[config.mk]
export PLATFORM = sky130hd
export DESIGN_NAME = trap_monitor
export DESIGN_NICKNAME = d
export VERILOG_FILES = /design/src/rtl/trap_monitor_pkg.sv /design/src/rtl/trap_hist_ring.sv /design/src/rtl/trap_monitor.sv
export SDC_FILE = /design/constraint.sdc
export NUM_CORES = 1
export LEC_CHECK = 0
export BUFFER_PORTS_ARGS = -buffer_cell sky130_fd_sc_hd__buf_2
export CAP_MARGIN = 20
export CORE_ASPECT_RATIO = 0.9
export CORE_MARGIN = 8
export CORE_UTILIZATION = 30
export DETAILED_ROUTE_END_ITERATION = 8
export PLACE_DENSITY_LB_ADDON = 0.1
export SKIP_CTS_REPAIR_TIMING = 1
export SLEW_MARGIN = 5
export SYNTH_ARGS = -nofsm -noshare
export SYNTH_HDL_FRONTEND = slang
export SYNTH_SLANG_ARGS = --single-unit
[constraint.sdc]
create_clock -name clock -period 10.4 [get_ports clock]
set_clock_uncertainty 0.1 [all_clocks]
set_input_delay 2.08 -clock clock [delete_from_list [all_inputs] [get_ports clock]]
set_output_delay 2.08 -clock clock [all_outputs]
set_load 0.005 [all_outputs]
[src/rtl/trap_monitor_pkg.sv]
// Shared types for the trap monitor: exit causes, FSM states and the history entry layout.
// History fields are sized for the widest supported pc/inst; narrower configurations zero-extend.
package trap_monitor_pkg;

    localparam int HIST_PC_W   = 64;
    localparam int HIST_INST_W = 32;

    typedef enum logic [1:0] {
        CAUSE_NONE = 2'd0,
        CAUSE_GOOD = 2'd1,
        CAUSE_BAD  = 2'd2,
        CAUSE_HANG = 2'd3
    } exit_cause_e;

    typedef enum logic [1:0] {
        ST_RUN   = 2'd0,
        ST_DRAIN = 2'd1,
        ST_DONE  = 2'd2
    } state_e;

    typedef struct packed {
        logic [HIST_PC_W-1:0]   pc;
        logic [HIST_INST_W-1:0] inst;
    } hist_entry_t;

endpackage

[src/rtl/trap_hist_ring.sv]
// Commit history ring: up to LANES writes per cycle in lane order, saturating fill count,
// combinational oldest-first read port (index 0 = oldest entry still held).
module trap_hist_ring
    import trap_monitor_pkg::*;
#(
    parameter int HIST_DEPTH = 8,
    parameter int XLEN       = 64,
    parameter int ILEN       = 32,
    parameter int LANES      = 1,
    localparam int FILL_W    = $clog2(HIST_DEPTH + 1)
) (
    input  logic                    i_clock,
    input  logic                    i_rst_n,
    input  logic [LANES-1:0]        i_wr_vld,
    input  logic [LANES*XLEN-1:0]   i_wr_pc,
    input  logic [LANES*ILEN-1:0]   i_wr_inst,
    input  logic [FILL_W-1:0]       i_rd_idx,
    output logic [XLEN-1:0]         o_rd_pc,
    output logic [ILEN-1:0]         o_rd_inst,
    output logic [FILL_W-1:0]       o_fill
);

    localparam int PTR_W = $clog2(HIST_DEPTH);
    localparam int CNT_W = $clog2(LANES + 1);
    localparam int SUM_W = FILL_W + 1;

    hist_entry_t        r_mem [HIST_DEPTH];
    logic [PTR_W-1:0]   r_wrptr;
    logic [FILL_W-1:0]  r_fill;
    logic [PTR_W-1:0]   w_slot [LANES];
    logic [CNT_W-1:0]   w_cnt;
    logic [SUM_W-1:0]   w_fill_sum;
    logic [PTR_W-1:0]   w_rd_slot;

    // Each written lane lands after all lower written lanes, so sparse valid masks pack densely.
    always_comb begin
        w_cnt = '0;
        for (int i = 0; i < LANES; i++) begin
            w_slot[i] = r_wrptr + PTR_W'(w_cnt);
            w_cnt     = w_cnt + CNT_W'(i_wr_vld[i]);
        end
        w_fill_sum = {1'b0, r_fill} + SUM_W'(w_cnt);
    end

    always_ff @(posedge i_clock) begin
        for (int i = 0; i < LANES; i++) begin
            if (i_wr_vld[i]) begin
                r_mem[w_slot[i]] <= '{pc:   HIST_PC_W'(i_wr_pc[i*XLEN +: XLEN]),
                                      inst: HIST_INST_W'(i_wr_inst[i*ILEN +: ILEN])};
            end
        end
    end

    always_ff @(posedge i_clock or negedge i_rst_n) begin
        if (!i_rst_n) begin
            r_wrptr <= '0;
            r_fill  <= '0;
        end else begin
            r_wrptr <= r_wrptr + PTR_W'(w_cnt);
            r_fill  <= (w_fill_sum >= SUM_W'(HIST_DEPTH)) ? FILL_W'(HIST_DEPTH)
                                                          : w_fill_sum[FILL_W-1:0];
        end
    end

    assign w_rd_slot = r_wrptr - PTR_W'(r_fill) + PTR_W'(i_rd_idx);
    assign o_rd_pc   = r_mem[w_rd_slot].pc[XLEN-1:0];
    assign o_rd_inst = r_mem[w_rd_slot].inst[ILEN-1:0];
    assign o_fill    = r_fill;

endmodule

[src/rtl/trap_monitor.sv]
// Commit monitor: counters, history capture, good/bad trap or hang detection, then oldest-first drain.
// Cause/halted 1 cycle, first dump 2 cycles after detection; no backpressure. TRAP_MONITOR_DISPLAY_EN adds sim-only reports.
module trap_monitor
    import trap_monitor_pkg::*;
#(
    parameter int XLEN       = 64,
    parameter int ILEN       = 32,
    parameter int LANES      = 1,
    parameter int HIST_DEPTH = 8,
    parameter int TIMEOUT    = 100000
) (
    input  logic                   clock,
    input  logic                   reset,
    input  logic [LANES-1:0]       commit_valid,
    input  logic [LANES*XLEN-1:0]  commit_pc,
    input  logic [LANES*ILEN-1:0]  commit_inst,
    input  logic [LANES-1:0]       commit_exit,
    input  logic [XLEN-1:0]        a0,
    output logic                   halted,
    output logic [1:0]             exit_cause,
    output logic [XLEN-1:0]        exit_pc,
    output logic [63:0]            cycle_cnt,
    output logic [63:0]            instret_cnt,
    output logic                   dump_valid,
    output logic [XLEN-1:0]        dump_pc,
    output logic [ILEN-1:0]        dump_inst,
    output logic                   done
);

    localparam int FILL_W = $clog2(HIST_DEPTH + 1);
    localparam int CNT_W  = $clog2(LANES + 1);
    localparam int WD_W   = (TIMEOUT > 1) ? $clog2(TIMEOUT) : 1;

    state_e             r_state, w_state_nxt;
    exit_cause_e        r_cause;
    logic [XLEN-1:0]    r_exit_pc, r_last_pc, w_last_pc_nxt;
    logic [63:0]        r_cycle, r_instret;
    logic [WD_W-1:0]    r_wdog;
    logic [FILL_W-1:0]  r_drain_idx, w_fill;
    logic               r_dump_vld;
    logic [XLEN-1:0]    r_dump_pc, w_rd_pc;
    logic [ILEN-1:0]    r_dump_inst, w_rd_inst;
    logic [LANES-1:0]   w_eff;
    logic [CNT_W-1:0]   w_eff_cnt;
    logic               w_exit_hit, w_hang_hit;

    // The exit lane is always the highest effective lane, so w_last_pc_nxt doubles as its pc.
    always_comb begin
        w_eff         = '0;
        w_eff_cnt     = '0;
        w_exit_hit    = 1'b0;
        w_last_pc_nxt = r_last_pc;
        for (int i = 0; i < LANES; i++) begin
            if (r_state == ST_RUN && commit_valid[i] && !w_exit_hit) begin
                w_eff[i]      = 1'b1;
                w_eff_cnt     = w_eff_cnt + CNT_W'(1);
                w_last_pc_nxt = commit_pc[i*XLEN +: XLEN];
                w_exit_hit    = commit_exit[i];
            end
        end
        w_hang_hit = (TIMEOUT != 0) && (r_state == ST_RUN) && (w_eff == '0)
                     && (r_wdog == WD_W'(TIMEOUT - 1));
    end

    always_comb begin
        w_state_nxt = r_state;
        case (r_state)
            ST_RUN:   if (w_exit_hit || w_hang_hit) w_state_nxt = ST_DRAIN;
            ST_DRAIN: if (r_drain_idx == w_fill)    w_state_nxt = ST_DONE;
            default:  w_state_nxt = r_state;
        endcase
    end

    always_ff @(posedge clock or negedge reset) begin
        if (!reset) r_state <= ST_RUN;
        else        r_state <= w_state_nxt;
    end

    always_ff @(posedge clock or negedge reset) begin
        if (!reset) begin
            r_cause     <= CAUSE_NONE;
            r_exit_pc   <= '0;
            r_last_pc   <= '0;
            r_cycle     <= '0;
            r_instret   <= '0;
            r_wdog      <= '0;
            r_drain_idx <= '0;
            r_dump_vld  <= 1'b0;
            r_dump_pc   <= '0;
            r_dump_inst <= '0;
        end else begin
            r_dump_vld <= 1'b0;
            case (r_state)
                ST_RUN: begin
                    r_cycle   <= r_cycle + 64'd1;
                    r_instret <= r_instret + 64'(w_eff_cnt);
                    r_last_pc <= w_last_pc_nxt;
                    r_wdog    <= (w_eff != '0) ? '0 : r_wdog + WD_W'(1);
                    if (w_exit_hit) begin
                        r_cause   <= (a0 == '0) ? CAUSE_GOOD : CAUSE_BAD;
                        r_exit_pc <= w_last_pc_nxt;
                    end else if (w_hang_hit) begin
                        r_cause   <= CAUSE_HANG;
                        r_exit_pc <= r_last_pc;
                    end
                end
                ST_DRAIN: begin
                    if (r_drain_idx != w_fill) begin
                        r_dump_vld  <= 1'b1;
                        r_dump_pc   <= w_rd_pc;
                        r_dump_inst <= w_rd_inst;
                        r_drain_idx <= r_drain_idx + FILL_W'(1);
                    end
                end
                default: r_dump_vld <= 1'b0;
            endcase
        end
    end

    trap_hist_ring #(
        .HIST_DEPTH (HIST_DEPTH),
        .XLEN       (XLEN),
        .ILEN       (ILEN),
        .LANES      (LANES)
    ) u_hist (
        .i_clock   (clock),
        .i_rst_n   (reset),
        .i_wr_vld  (w_eff),
        .i_wr_pc   (commit_pc),
        .i_wr_inst (commit_inst),
        .i_rd_idx  (r_drain_idx),
        .o_rd_pc   (w_rd_pc),
        .o_rd_inst (w_rd_inst),
        .o_fill    (w_fill)
    );

    assign halted      = (r_state != ST_RUN);
    assign done        = (r_state == ST_DONE);
    assign exit_cause  = r_cause;
    assign exit_pc     = r_exit_pc;
    assign cycle_cnt   = r_cycle;
    assign instret_cnt = r_instret;
    assign dump_valid  = r_dump_vld;
    assign dump_pc     = r_dump_pc;
    assign dump_inst   = r_dump_inst;

`ifdef TRAP_MONITOR_DISPLAY_EN
    logic [ILEN-1:0] r_last_inst;
    logic            r_halted_q;
    int              r_dump_k;

    always @(posedge clock) begin
        for (int i = 0; i < LANES; i++) begin
            if (w_eff[i]) r_last_inst <= commit_inst[i*ILEN +: ILEN];
        end
        r_halted_q <= halted;
        r_dump_k   <= !halted ? 0 : (dump_valid ? r_dump_k + 1 : r_dump_k);
        if (halted && !r_halted_q) begin
            case (r_cause)
                CAUSE_GOOD: $display("hit good trap pc=%h inst=%h", exit_pc, r_last_inst);
                CAUSE_BAD:  $display("hit bad trap pc=%h inst=%h", exit_pc, r_last_inst);
                default:    $display("hang (no commit for %0d cycles) pc=%h inst=%h",
                                     TIMEOUT, exit_pc, r_last_inst);
            endcase
            $display("cycles=%0d instret=%0d ipc=%f", cycle_cnt, instret_cnt,
                     real'(instret_cnt) / real'(cycle_cnt));
        end
        if (dump_valid) $display("[hist %0d] %h %h", r_dump_k, dump_pc, dump_inst);
        if (done) $finish;
    end
`endif

endmodule

---- Word level (Yosys, flattened, before mapping) ----
Memory sizes are Yosys's and may differ from the RTL's. A register that Yosys moved wholly into a read port is not among the register bits.
Index checks and enable logic that the tools add are counted.
storage, ports and cells
  latch bits .............................. 0
  bits in registers ....................... 289
  bits in read-only memories .............. 0
  memory bits (writable) .................. 768
  memories kept ........................... 1
  logic and storage cells ................. 59
memory list
  name          words  width  read ports  clocked after memory_dff  write ports  RTL line              text
  u_hist.r_mem  8      96     1           1                         1            trap_hist_ring.sv:27  hist_entry_t r_mem [HIST_DEPTH];
operators by class
  add/sub/neg operators ................... 8
  equality and inequality tests ........... 7
  shift-type cells ........................ 0
  reductions and logical operators ........ 13
  multiply operators ...................... 0
  bitwise operators ....................... 1
  divide/modulo/power cells ............... 0
  mux-type cells .......................... 17
  magnitude comparators ................... 1
operator list
  kind                   number
  $mux 64                3
  $add 64x1->64          1
  $add 64x1->64 const B  1
  $logic_not 64->1       1
  $add 17x1->17 const B  1
  $eq 17x17->1 const B   1
  $mux 17                1
  $mux 2                 5
  $mux 1                 6
  $reduce_bool 2->1      3
  $add 4x1->5            1
  $ge 5x4->1 const B     1
  $add 4x1->4 const B    1
  $eq 4x4->1             1
  $mux 4                 1
  $ne 4x4->1             1
  $pmux 2 s2             1
  $reduce_and 2->1       2
  $add 3x1->3            1
  $add 3x3->3            1
  $logic_and 1x1->1      3
  $reduce_and 3->1       1
  $sub 3x3->3            1
  $eq 2x1->1 const B     1
  other kinds (7)        7

---- Logic depth before layout (Yosys ltp) ----
  depth after elaboration ................. 9
  gate-level depth with buffers ........... 13
  mapped depth without buffers ............ 11

---- Modules after synthesis ----
Synthesis repeated with hierarchy kept, for this count alone.
second synthesis, totals
  cells, all modules ...................... 2543
  area, all modules ....................... 45361.0 µm²
by module, submodules not included
  module          times used  cells an instance  area an instance (µm²)  sequential area each (µm²)
  trap_hist_ring  1           1155               29211.8                 23237.3
  trap_monitor    1           1388               16149.2                 9459.1

---- Least setup slack after synthesis ----
No wires, ideal clock.
  path kind ............................... in2reg
  from .................................... input port commit_valid
  to ...................................... memory u_hist.r_mem[0][0] (netlist bit), enable pin
  cell stages on the path ................. 4
  setup time .............................. 0.786 ns
  arrival ................................. 11.752 ns
  setup slack ............................. -2.238 ns
  cells stage by stage .................... clkbuf_1 > nand2_1 > clkbuf_1 > nor4_1
between the ends
  cells in the longest elaborated chain, start to end .. 4
ends and longest elaborated chain
  item                          RTL line              text
  from (decl)                   trap_monitor.sv:14    input logic [LANES-1:0] commit_valid,
  $logic_and 1x1->1             trap_monitor.sv:54    if (r_state == ST_RUN && commit_valid[i] && !w_exit_hit) begin
  $mux 1                        trap_monitor.sv:54
  $mux 1                        trap_hist_ring.sv:47  if (i_wr_vld[i]) begin
  $mux 1 (not written as such)  trap_hist_ring.sv:48  r_mem[w_slot[i]] <= '{pc: HIST_PC_W'(i_wr_pc[i*XLEN +: XLEN]),
  to (decl)                     trap_hist_ring.sv:27
Every way passes these cells.

---- Worst setup path after layout ----
  from .................................... input port commit_valid
  to ...................................... register r_instret[44], in the netlist instret_cnt[44]
between the ends
  cells in the longest elaborated chain, start to end .. 3
ends and longest elaborated chain
  item                  RTL line            text
  $logic_and 1x1->1     trap_monitor.sv:54
  $mux 1                trap_monitor.sv:54
  $add 64x1->64         trap_monitor.sv:96  r_instret <= r_instret + 64'(w_eff_cnt);
  to (signal assigned)  trap_monitor.sv:96
  to (decl)             trap_monitor.sv:37  logic [63:0] r_cycle, r_instret;
Every way passes these cells.
A chain may end at the register's enable or synchronous reset.

==> impl_results.md <==
- CP max FO: 48
- H-tree depth: 4
- Mux contribution to synthesized area: 0.118
- Cell Area, Synth: 0.0449 mm^2
- Fill cell count: 14200
- Commonest register cell after synthesis: edfxtp_1
- Final setup vio count: 0
- CP top delay family: simple AND/OR/NAND/NOR gates
- Simple-gate area share of the yosys netlist: 0.0844
- Synth top area cells: edfxtp_1 51%, dfrtp_1 21%, mux4_2 9.6%
- Slew @ Worst Pin: 1.13 ns
- Vias in the first global route: 28200
- Final setup TNS: 0 ns
- Adder-cell share of the synthesized area: 0.00368
- Slowest stage delay, CP: 0.76 ns
- Clock Latency Late Sink: 0.74 ns
- VDD IR max: 0.000159 V
- Outcome: finished clean
- Register area share after synthesis: 0.729
- Fraction of layout cells with a size suffix above 1: 0.267
- Main combinational cell family by area after synthesis: multiplexers
- Vias: 25600
- Clk root buf: clkbuf_16
- Final Hold Fails: 0
- Syn Area/Cell: 16.0 um^2
- Slowest-stage cell, CP: nor3b_1
- Number of DRC markers in iteration 0: 1789
- GPL Wtd Cong: 0.828
- Fin nets: 3480
- Final slew viol count: 0
- Largest net degree at the start of global routing: 129
- Leakage power: 0.0210 uW
- Fin crit period: 5.21 ns
- Remaining global-route overflow: 0
- Core ar.: 0.148 mm^2
- Rel. slew slack: 0.249
- Number of synthesized register bits: 1153
- Routed WL: 124000 um
- Die Span X: 424 um
- Gr usage total: 0.151
- Final ANT Viol Nets: 0
- Synth Area in XOR/XNOR: 0.0293
- PortBufs: 456
- Max Fclk: 192 MHz
- Max-cap viol count: 0
- DRC viols: 0
- Initial antenna violation count: 29
- Final Core Density: 0.363
- Tcrit/Tclk final: 0.501
- Area Overhead vs Synth: 20.1%
- Post-synth top area share: 0.514
- Post-DP HPWL: 76700 um
- Die area: 0.162 mm^2
- Hold Path Class: flop to flop
- Worst path required time: 10.91 ns
- Crit. End Element: flop
- TritonCTS clock tree: built
- Synthesized instance count: 2800
- Distinct cell type count after synthesis: 44
- I/O pin count: 457
- DR vias/cell: 4.75
- Power per cell area: 178 mW/mm^2
- Sink Count: 1153
- Initial core utilization: 0.302
- Top cells by count, synth: 768 x edfxtp_1, 404 x nand2_1, 385 x dfrtp_1
- Chip height: 383 um
- Compound-gate portion of the synthesized area: 0.0212
- Count leader, synth: edfxtp_1
- CP arrival: 5.73 ns
- CTS Buffer Depth: 3
- CP Launch Type: input port
- Synth area leader: edfxtp_1
- RSZ-0062 raised after global routing: false
- Yosys warns: 0
- First-pass GRT wire length: 185000 um
- Syn nets: 2976
- Buf/Inv on CP: 3
- CTS Buf Count: 134
- Num rows: 134
- Share of flip-flops with an asynchronous set or reset: 0.334
- CP Class: input port to flop
- CP Cell Sequence: buf_2 -> nand2_4 -> inv_4 -> buf_4 -> ha_1 -> ha_1 -> and4bb_2 -> nand4_1 -> nor3b_1 -> nand4_1 -> xnor2_1
- Wirelength per Cell: 23.1 um
- Worst-path clk slew: 0.06 ns
- Post-synth EDFFs: 768
- Drt first pass iters: 5
==> power breakdown <==
group | internal [uW] | total [uW] | switching [uW]
Combinational | 26.2 | 123 | 96.6
Clock | 2700 | 4570 | 1870
Sequential | 4900 | 4900 | 0.725
==> placed cells by master (no fill, tap or decap), types with 61 or more instances in the layout <==
| cell | instances |
|---|---|
| edfxtp_1 | 768 |
| a21oi_1 | 98 |
| nand3_1 | 61 |
| mux2i_1 | 97 |
| a31oi_1 | 64 |
| dfrtp_1 | 385 |
| buf_2 | 456 |
| xor2_1 | 62 |
| clkbuf_16 | 138 |
| xnor2_1 | 87 |
| mux4_2 | 192 |
| nor2_1 | 210 |
| nand2_1 | 402 |
==> area by class of cell <==
cell class | instances | area, um^2 | share of cell area
inverter | 29 | 111 | 0.00207
antenna | 9 | 22.5 | 0.000418
clock inverter | 50 | 439 | 0.00815
timing repair buffer | 500 | 2660 | 0.0493
sequential | 1153 | 32700 | 0.607
multi-input combinational | 1486 | 11700 | 0.216
clock buffer | 197 | 3840 | 0.0713
tap | 1972 | 2470 | 0.0458
==> sequential cells by signal, summed over array words and instances (netlist names), 17 cells and up <==
name	flops
instret_cnt	64
exit_pc	64
dump_inst	32
u_hist.r_mem	768
dump_pc	64
cycle_cnt	64
r_wdog	17
r_last_pc	64
==> stage by stage <==
step | hold WS (ns) | instances | setup slack, ns | area, um^2 | power (uW)
2_1_floorplan | 0.346 | 2800 | 0.339 | 44900 | 5000
3_3_place_gp | 0.355 | 5138 | 4.36 | 49600 | 5120
3_5_place_dp | 0.356 | 5140 | 4.37 | 49600 | 5130
4_1_cts | 0.373 | 5387 | 5.17 | 53900 | 9780
5_1_grt | 0.384 | 5388 | 4.84 | 53900 | 9950
6_report | 0.372 | 5396 | 5.19 | 53900 | 9600
==> layer usage <==
metal,vias to the layer above,track usage,wire (um)
met5,-,0,99
met4,14,0.0466,3580
met3,221,0.0425,7320
met2,642,0.253,60300
met1,13200,0.191,53100
li1,11500,-,-
==> path summary, 6_finish.rpt <==
kind / to / slack [ns] / start / depth (start not counted)
hold / removal: cycle_cnt[63]$_DFFE_PN0N_ / 0.37 / cycle_cnt[63]$_DFFE_PN0N_ / 1
setup reg to reg: dump_pc[4]$_DFFE_PN0N_ / 5.88 / u_hist.r_wrptr[1]$_DFF_PN0_ / 7
max in group asynchronous: cycle_cnt[37]$_DFFE_PN0N_ / 6.76 / reset / 3
min in group asynchronous: r_last_pc[59]$_DFFE_PN0N_ / 1.24 / reset / 1
setup / recovery: instret_cnt[44]$_DFFE_PN0N_ / 5.19 / commit_valid / 11
hold reg to reg: cycle_cnt[63]$_DFFE_PN0N_ / 0.37 / cycle_cnt[63]$_DFFE_PN0N_ / 1
==> kinds of logic after synthesis <==
kind of cell | count (synthesis)
adder cells (fa/ha/maj) | 12
multiplexers | 290
XOR/XNOR | 150
buffers and inverters | 161
AO/OA/AOI/OAI | 172
flip-flops | 1153
AND/OR/NAND/NOR | 862
Note: power is estimated with default switching activity, not from simulation.
